[config.mk]
export PLATFORM = sky130hd
export DESIGN_NAME = det_reciprocal
export DESIGN_NICKNAME = d
export VERILOG_FILES = /design/src/rtl/mat_pkg.sv /design/src/rtl/div_step.sv /design/src/rtl/det_reciprocal.sv
export SDC_FILE = /design/constraint.sdc
export NUM_CORES = 1
export LEC_CHECK = 0
export ABC_AREA = 1
export CAP_MARGIN = 30
export CORE_ASPECT_RATIO = 0.6
export CORE_UTILIZATION = 50
export DETAILED_ROUTE_END_ITERATION = 12
export GPL_TIMING_DRIVEN = 0
export PLACE_DENSITY = 0.65
export SKIP_CTS_REPAIR_TIMING = 1
export SKIP_LAST_GASP = 1
export SLEW_MARGIN = 20
export SYNTH_ARGS = -nofsm -noshare
export SYNTH_HDL_FRONTEND = slang
export SYNTH_SLANG_ARGS = --single-unit
[constraint.sdc]
create_clock -name clk -period 11.55 [get_ports clk]
set_clock_uncertainty 0.2 [all_clocks]
set_input_delay 2.8875 -clock clk [delete_from_list [all_inputs] [get_ports clk]]
set_output_delay 2.8875 -clock clk [all_outputs]
set_load 0.02 [all_outputs]
[src/rtl/mat_pkg.sv]
// Shared types and helpers for the matrix-inverse path: FSM encoding, the
// reciprocal iteration count, and the saturation limits.
package mat_pkg;

    typedef enum logic [1:0] {
        IDLE = 2'd0,
        DIV  = 2'd1,
        FIX  = 2'd2,
        DONE = 2'd3
    } state_t;

    // Quotient bits needed for floor(2^(2*bin_pos) / |det|)
    function automatic int recip_iter(input int bin_pos);
        return 2 * bin_pos + 1;
    endfunction

    function automatic longint unsigned sat_max_pos(input int w);
        return (64'd1 << (w - 1)) - 64'd1;
    endfunction

    function automatic longint unsigned sat_max_neg(input int w);
        return 64'd1 << (w - 1);
    endfunction

endpackage

[src/rtl/div_step.sv]
// One combinational restoring-division step: shift a numerator bit into the
// remainder and subtract the divisor when it fits.
module div_step #(
    parameter int DATA_WIDTH = 32
) (
    input  logic [DATA_WIDTH-1:0] rem_in,
    input  logic                  num_bit,
    input  logic [DATA_WIDTH-1:0] divisor,
    output logic [DATA_WIDTH-1:0] rem_out,
    output logic                  q_bit
);

    logic [DATA_WIDTH:0] trial;
    logic [DATA_WIDTH:0] diff;

    // The remainder stays below the divisor, so one extra bit covers the shift
    always_comb begin
        trial   = {rem_in, num_bit};
        diff    = trial - {1'b0, divisor};
        q_bit   = (trial >= {1'b0, divisor});
        rem_out = q_bit ? diff[DATA_WIDTH-1:0] : trial[DATA_WIDTH-1:0];
    end

endmodule

[src/rtl/det_reciprocal.sv]
// Sequential signed fixed-point reciprocal of a determinant, one quotient bit
// per clock. Define DET_RECIP_ROUND_EN for round-half-up instead of truncation.
module det_reciprocal
    import mat_pkg::*;
#(
    parameter int DATA_WIDTH = 32,
    parameter int BIN_POS    = 16
) (
    input  logic                         clk,
    input  logic                         rst,
    input  logic                         in_valid,
    output logic                         in_ready,
    input  logic signed [DATA_WIDTH-1:0] det,
    output logic                         out_valid,
    input  logic                         out_ready,
    output logic signed [DATA_WIDTH-1:0] recip,
    output logic                         singular,
    output logic                         overflow
);

    localparam int ITER = recip_iter(BIN_POS);
`ifdef DET_RECIP_ROUND_EN
    localparam int STEPS = ITER + 1;
`else
    localparam int STEPS = ITER;
`endif
    localparam int CNT_W = $clog2(ITER + 2);
    localparam int QW    = ITER + 1;
    localparam int EW    = ((QW > DATA_WIDTH) ? QW : DATA_WIDTH) + 1;

    localparam logic [DATA_WIDTH-1:0] MAX_POS = DATA_WIDTH'(sat_max_pos(DATA_WIDTH));
    localparam logic [DATA_WIDTH-1:0] MAX_NEG = DATA_WIDTH'(sat_max_neg(DATA_WIDTH));

    state_t                  state_q, state_d;
    logic [CNT_W-1:0]        cnt_q, cnt_d;
    logic                    out_valid_q, out_valid_d;
    logic [DATA_WIDTH-1:0]   recip_q, recip_d;
    logic                    singular_q, singular_d;
    logic                    overflow_q, overflow_d;

    logic                    neg_q, neg_d;
    logic [DATA_WIDTH-1:0]   divisor_q, divisor_d;
    logic [DATA_WIDTH-1:0]   rem_q, rem_d;
    logic [QW-1:0]           quo_q, quo_d;

    logic                    num_bit;
    logic [DATA_WIDTH-1:0]   step_rem;
    logic                    step_q;

    function automatic logic [QW-1:0] round_mag(input logic [QW-1:0] q);
`ifdef DET_RECIP_ROUND_EN
        // q carries one extra fraction bit; add it back as round-half-up
        return (q >> 1) + QW'(q[0]);
`else
        return q;
`endif
    endfunction

    // Returns {overflow, recip}
    function automatic logic [DATA_WIDTH:0] saturate(input logic neg,
                                                     input logic [QW-1:0] mag);
        logic [EW-1:0] m;
        logic [EW-1:0] neg_m;
        m     = EW'(mag);
        neg_m = -m;
        if (!neg && m > EW'(MAX_POS)) return {1'b1, MAX_POS};
        if (neg && m > EW'(MAX_NEG))  return {1'b1, MAX_NEG};
        return {1'b0, neg ? neg_m[DATA_WIDTH-1:0] : m[DATA_WIDTH-1:0]};
    endfunction

    // The numerator is a single 1 followed by zeros, shifted in MSB first
    assign num_bit = (cnt_q == CNT_W'(STEPS - 1));

    div_step #(
        .DATA_WIDTH(DATA_WIDTH)
    ) u_div_step (
        .rem_in (rem_q),
        .num_bit(num_bit),
        .divisor(divisor_q),
        .rem_out(step_rem),
        .q_bit  (step_q)
    );

    always_comb begin
        state_d     = state_q;
        cnt_d       = cnt_q;
        out_valid_d = 1'b0;
        recip_d     = recip_q;
        singular_d  = singular_q;
        overflow_d  = overflow_q;
        neg_d       = neg_q;
        divisor_d   = divisor_q;
        rem_d       = rem_q;
        quo_d       = quo_q;
        case (state_q)
            IDLE: begin
                if (in_valid) begin
                    singular_d = (det == '0);
                    overflow_d = 1'b0;
                    neg_d      = det[DATA_WIDTH-1];
                    divisor_d  = det[DATA_WIDTH-1] ? -det : det;
                    rem_d      = '0;
                    quo_d      = '0;
                    cnt_d      = CNT_W'(STEPS - 1);
                    if (det == '0) begin
                        recip_d = MAX_POS;
                        state_d = DONE;
                    end else begin
                        state_d = DIV;
                    end
                end
            end
            DIV: begin
                rem_d = step_rem;
                quo_d = {quo_q[QW-2:0], step_q};
                cnt_d = cnt_q - CNT_W'(1);
                if (cnt_q == '0) state_d = FIX;
            end
            FIX: begin
                {overflow_d, recip_d} = saturate(neg_q, round_mag(quo_q));
                state_d = DONE;
            end
            DONE: begin
                out_valid_d = 1'b1;
                if (out_valid_q && out_ready) begin
                    out_valid_d = 1'b0;
                    state_d     = IDLE;
                end
            end
            default: state_d = IDLE;
        endcase
    end

    always_ff @(posedge clk or posedge rst) begin
        if (rst) begin
            state_q     <= IDLE;
            cnt_q       <= '0;
            out_valid_q <= 1'b0;
            recip_q     <= '0;
            singular_q  <= 1'b0;
            overflow_q  <= 1'b0;
        end else begin
            state_q     <= state_d;
            cnt_q       <= cnt_d;
            out_valid_q <= out_valid_d;
            recip_q     <= recip_d;
            singular_q  <= singular_d;
            overflow_q  <= overflow_d;
        end
    end

    // Working registers are always initialised on accept, so they carry no reset
    always_ff @(posedge clk) begin
        neg_q     <= neg_d;
        divisor_q <= divisor_d;
        rem_q     <= rem_d;
        quo_q     <= quo_d;
    end

    assign in_ready  = (state_q == IDLE);
    assign out_valid = out_valid_q;
    assign recip     = recip_q;
    assign singular  = singular_q;
    assign overflow  = overflow_q;

endmodule

Yosys cells after proc, flatten, opt, wreduce, memory -nomap -nowiden
Index checks and enable logic that the tools add are counted.
{"block": "classes", "n_addsub": 4, "n_lt_le_gt_ge": 3, "n_eq_ne": 8, "n_mux": 30, "n_reduce_logical": 14}
{"op": "32-bit two-way mux", "count": 5}
{"op": "33-bit two-way mux", "count": 4}
{"op": "32-bit case mux with 2 select lines", "count": 2}
{"op": "34-bit case mux with 2 select lines", "count": 1}
{"op": "32-bit negation", "count": 2}
{"op": "34-bit by 31-bit greater-than comparator with 1-bit output, second input constant", "count": 1}
{"op": "34-bit by 32-bit greater-than comparator with 1-bit output, second input constant", "count": 1}
{"op": "34-bit two-way mux", "count": 1}
{"op": "33-bit by 32-bit greater-or-equal comparator with 1-bit output", "count": 1}
{"op": "32-bit logical NOT", "count": 1}
{"op": "32-bit subtractor", "count": 1}
{"op": "31-bit two-way mux", "count": 1}
{"op": "6-bit case mux with 2 select lines", "count": 1}
{"op": "1-bit two-way mux", "count": 8}
{"op": "2-bit two-way mux", "count": 4}
{"op": "2-bit case mux with 4 select lines", "count": 1}
{"op": "6-bit equality test, second input constant", "count": 1}
{"op": "6-bit logical NOT", "count": 1}
{"op": "6-bit two-way mux", "count": 1}
{"op": "2-bit != test, second input constant", "count": 3}
{"op": "2-bit AND reduction", "count": 3}
{"op": "3-bit AND reduction", "count": 2}
{"op": "6-bit by 1-bit subtractor with 6-bit output, second input constant", "count": 1}
{"op": "2-bit equality test, second input constant", "count": 2}
{"op": "7 further kinds", "count": 10}
{"block": "word_totals", "reg_bits": 142, "in_bits": 36, "output_inout_bits": 36, "wordCells": 70}

Logic depth before layout (Yosys ltp)
{"block": "depth", "depth_word": 9, "mapped_depth": 22, "depth_no_buf": 22}

Cells and area by module
A second synthesis with hierarchy kept.
{"block": "unflattened", "cells_unflattened": 1517, "area_unflattened_um2": 10542.6}
{"mod": "det_reciprocal", "instances": 1, "cells_each": 870, "area_per_inst_um2": 7382.1, "seq_area_each_um2": 4048.9}
{"mod": "div_step", "instances": 1, "cells_each": 647, "area_per_inst_um2": 3160.5, "seq_area_each_um2": 0.0}

Worst setup path after synthesis
Ideal clock, no wire load.
{"block": "synth_timing", "kind": "input port to flip-flop", "startpoint": "input port in_valid", "endpoint": "register cnt_q[5]", "arrival_ns": 6.228, "slack_ns": 4.994, "stages": 7, "n_path_buf": 0, "cell_sequence": "nand2_1 o21ai_1 inv_1 nor4_2 nand2_1 a21oi_1 o21ai_0"}
{"block": "synth_between", "elab_chain_cells": 2}
{"element": "start, declared", "line": "det_reciprocal.sv:11", "rtl": "input logic in_valid,"}
{"element": "2-bit != test (no source line)"}
{"element": "2-bit AND reduction (no source line)"}
{"element": "end signal, assigned", "line": "det_reciprocal.sv:144", "rtl": "cnt_q <= cnt_d;"}
{"element": "end, declared", "line": "det_reciprocal.sv:35", "rtl": "logic [CNT_W-1:0] cnt_q, cnt_d;"}
No other way between the ends.
A chain may end at the register's enable or synchronous reset.

Worst setup path in the final report
{"block": "layout_timing", "startpoint": "input port det[0]", "endpoint": "register recip_q[31] (netlist: recip[31])"}
{"block": "layout_between", "elab_chain_cells": 3}
{"element": "start, declared", "line": "det_reciprocal.sv:13", "rtl": "input logic signed [DATA_WIDTH-1:0] det,"}
{"element": "32-bit logical NOT", "line": "det_reciprocal.sv:105", "rtl": "if (det == '0) begin"}
{"element": "2-bit by 1-bit != test with 1-bit output (no source line)"}
{"element": "3-bit AND reduction (no source line)"}
{"element": "end signal, assigned", "line": "det_reciprocal.sv:146", "rtl": "recip_q <= recip_d;"}
{"element": "end, declared", "line": "det_reciprocal.sv:37", "rtl": "logic [DATA_WIDTH-1:0] recip_q, recip_d;"}
No other way between the ends.

==> results by stage <==
Synth:
- The synthesized netlist net count is 1,549.
- The cell area after synthesis is 10,410 sq um.
- The mux share of post-synthesis cell area is 0%.
- The yosys synthesis warning count is 0.
- Sorting the synthesized cells by how often they occur yields 466 x sky130_fd_sc_hd__nand2_1, 275 x sky130_fd_sc_hd__inv_1, 172 x sky130_fd_sc_hd__nor2_1, 99 x sky130_fd_sc_hd__edfxtp_1, 83 x sky130_fd_sc_hd__a21oi_1.
- The synthesized netlist devotes 5.216% of its cell area to XOR and XNOR gates.
- For this run, asynchronously set or reset flops after synthesis account for 30.28%.
- The most repeated cell in the gate-level netlist after synthesis is sky130_fd_sc_hd__nand2_1.
- The top flip-flop cell by instance count after synthesis is sky130_fd_sc_hd__edfxtp_1.
- The post-synthesis sequential element count is 142.
- The synthesized netlist contains 44 unique library cells.
- The share of the synthesized area in compound gates (AO/OA/AOI/OAI) is 6.202%.
- The synthesized-area fraction occupied by adder cells is 4.880%.
- By area the synthesized netlist is led by sky130_fd_sc_hd__edfxtp_1 29%, sky130_fd_sc_hd__nand2_1 17%, sky130_fd_sc_hd__dfrtp_1 10%, sky130_fd_sc_hd__inv_1 9.9%, sky130_fd_sc_hd__nor2_1 6.2%.
- Summing the sequential cell areas from Yosys gives 38.89% of the chip area.
- The synthesized netlist devotes 32.46% of its cell area to simple gates.
- The fraction of synthesized cell area taken by the top area cell type is 28.56%.
- A synthesized cell averages 7.067 sq um.
- Counting flops with a built-in enable in the synthesized netlist gives 99.
- After synthesis, the largest family of logic cells by area is simple AND/OR/NAND/NOR gates.
- Synthesis handed over a netlist of 1,473 instances.
- The cell type with the highest aggregate area in the netlist is sky130_fd_sc_hd__edfxtp_1.

Setup path:
- Among all stages on the critical path, the largest delay is contributed by sky130_fd_sc_hd__nor2_1.
- The worst register-to-register path ends at rem_q[28].
- Counting both buffers and inverters, the worst setup path holds a total of 2.
- In this run the critical register-to-register path is launched from cnt_q[0].
- The dominant delay contributor by cell family on the critical path is simple AND/OR/NAND/NOR gates.
- For the worst setup path, the data required time is 11,720 ps.
- The highest net fanout along the worst path is 5.
- Walking the worst path, the cells encountered are clkdlybuf4s50_1 -> inv_1 -> ha_1 -> nand3_1 -> nor2_1 -> nand2_1 -> nor2_1 -> nand2_1 -> nand2_2 -> nand2_2 -> nor2_4 -> o21ai_0 -> nand2_1.
- Setup slack on the worst reg-to-reg path comes out at 7860 ps.
- On the worst path, the slowest cell contributes a delay of 480 ps.
- The worst setup path is captured at a flop.
- The cell that appears most often on the critical path is sky130_fd_sc_hd__nand2_1.
- The worst setup path is launched from an input port.
- Data arrives at the worst endpoint at 5560 ps.
- The worst-case reg-to-reg path depth is 21.
- The kind of critical path is in2reg.

CTS:
- TritonCTS built the clock tree.
- The total number of clock tree sinks is 142.
- The clock-pin slew reported for the worst setup and hold paths after clock tree synthesis is 60 ps.
- The H-tree generated during clock tree synthesis spans 4 levels.
- In this run the deepest clock path goes through 2 buffers.
- The number of buffers created by CTS is 17.
- The tree is rooted in a sky130_fd_sc_hd__clkbuf_16.
- At the later pin of the worst-skew pair, clock insertion delay measures 440 ps.

Timing:
- Timing would allow up to 185.6 MHz.
- The number of setup violations in the final report is 0.
- The worst-case headroom to the max-slew limit is 51.98%.
- At the pin with the least slew margin, the transition time is 720.2 ps.
- The tightest hold path in the finished design has a slack of 296.3 ps.
- The setup total negative slack is 0 ps.
- The portion of the clock cycle consumed by the worst path in the final layout is 46.64%.
- The number of slew-limit violations in the final report was 0.
- The number of endpoints with negative hold slack in the final report is 0.
- Setup repair after global routing left no endpoint under its margin.
- The minimum period implied by the final worst setup slack is 5387 ps.

Route:
- For this run, the detailed router's first-pass iteration total came to 7.
- The wire length per cell is 16.26 microns.
- The number of violations reported at the end of detailed-routing iteration 0 is 968.
- Dividing the detail-routed via count by the number of cells gives 5.147.
- The overall routed net length is 30,130 microns.
- After detailed routing, the number of remaining DRC violations is 0.
- The final antenna-violating net count is 0.
- Summing over every cut layer, the via total after detailed routing is 9,537.

Hold path:
- The end point of the worst hold path is cnt_q[5].
- In this run the most critical hold path is launched from cnt_q[5].
- The number of instances on the worst hold path is 1.
- The worst min-delay path class is reg2reg.

Die:
- Measured along the y axis, the die boundary spans 113.8 microns.
- The floorplan die area is 21,420 sq um.
- Row generation in the floorplan step produced 40 rows.
- The placeable core region is 20,220 sq um.
- The die outline width is 188.3 microns.
- 72 I/O pins were placed.
- Once the floorplan was initialized, standard cells occupied 51.49% of the core.

Final layout:
- The post-layout net count is 1,643.
- The share of layout cells above drive strength 1 is 5.886%.
- The post-route non-filler standard cell count is 1,853.
- The antenna cell count is 0.
- Measured on the finished design, the core utilization comes to 59.97%.
- The number of filler cells placed in the layout is 1,891.
- The area growth from synthesis to layout is 16.48%.

Placement:
- Counting tap cells, the placed design contains a total of 1,821 instances.
- The routability congestion estimate is 0.9853.
- The half-perimeter wire length after detailed placement is 24,240 microns.
- In this run the tool buffered the top-level ports with 71 buffer cells.

Pwr:
- The completed layout was analyzed and its total power is 3.525 mW.
- In this run the static leakage power is 6.067 nW.
- IR analysis of the VDD net gives a maximum drop of 0.0001511 V.
- Dividing total power by cell area gives a power density of 290.7 nW/um^2.

GRT:
- Entering global routing, the biggest net connects 35 pins.
- Global routing finished with a remaining overflow of 0.
- The number of antenna violations at the first check in global routing is 0.
- Global routing used 29.00% of the available tracks.
- The global-route wire length before repair is 46,620 microns.
- The via count of the first global-routing pass is 8,340.

Outcome:
- The flow ran to the end, and the final reports show no timing, DRC or antenna violations.

Flow run:
- Max-cap violations in this run came to 0.
worst max-delay path by stage:
stage / startpoint / cells past startpoint / slack, ps / endpoint
2_1_floorplan: in_valid / 7 / 4990 / cnt_q[5]
3_3_place_gp: in_valid / 8 / 2810 / cnt_q[5]
5_1_grt: det[0] / 13 / 6090 / recip[26]
6_report: det[0] / 13 / 6160 / recip[31]
3_5_place_dp: det[0] / 13 / 5820 / recip[26]
4_1_cts: det[0] / 13 / 6270 / recip[26]
placed cells by master, fill, tap and decap left out, types with 17 or more instances in the layout:
cell type	n
sky130_fd_sc_hd__nor2_1	172
sky130_fd_sc_hd__xor2_1	46
sky130_fd_sc_hd__ha_1	39
sky130_fd_sc_hd__clkbuf_16	17
sky130_fd_sc_hd__clkdlybuf4s50_1	71
sky130_fd_sc_hd__nand3b_1	24
sky130_fd_sc_hd__nand2_1	466
sky130_fd_sc_hd__o21ai_0	27
sky130_fd_sc_hd__nand3_1	67
sky130_fd_sc_hd__dfrtp_1	43
sky130_fd_sc_hd__a21oi_1	83
sky130_fd_sc_hd__inv_1	273
sky130_fd_sc_hd__edfxtp_1	99
area by class of cell:
cell class / instances / area, sq um / share of cell area [%]
plain buffers: 35 / 241.5 / 1.992
clock buffers: 19 / 442.9 / 3.653
clock inverters: 13 / 106.4 / 0.8771
inverters: 278 / 1044 / 8.606
multi-input cells: 1018 / 5087 / 41.96
flip-flops and latches: 142 / 4049 / 33.39
well taps: 273 / 341.6 / 2.817
repair buffers: 75 / 813.3 / 6.707
metal layers:
layer / track usage [%] / part of all wire, %
met3: 8.554 / 11
met2: 32.79 / 33
met1: 50.14 / 56
met4: 5.474 / 0.77
met5: 0 / 0
cells by family after synthesis:
logic type,Yosys count
xor gates and xnor gates,62
buffers and inverters,313
DFF,142
and+or+nand+nor,793
adders and majority gates,40
AOI/OAI and AO/OA,123
stage by stage:
step	setup slack, ps	area, sq um
after floorplan	4994	10410
after global placement	2806	11460
after detailed placement	5817	11580
after CTS	6268	12130
after global routing	6087	12130
final	6163	12130
worst register-to-register path, delay by kind of cell, from the launching register on:
family,cells,cell delay [ps]
AND/OR/NAND/NOR,14,1850
flip-flops,1,390
buffers and inverters,4,360
adder cells (fa/ha/maj),3,670
flip-flops by register name, summed over array words and instances (netlist names):
signal and count:
overflow 1, cnt_q 6, recip 32, out_valid 1
divisor_q 32, state_q 2, neg_q 1, singular 1
rem_q 32, quo_q 34
report_power, final:
part	leakage, nW	switching, mW	internal (mW)
registers	1.40	0.143	0.826
clock network	0.257	0.237	0.284
logic	4.41	1.35	0.681
total	6.07	1.73	1.79
Note: power is estimated with default switching activity, not from simulation.
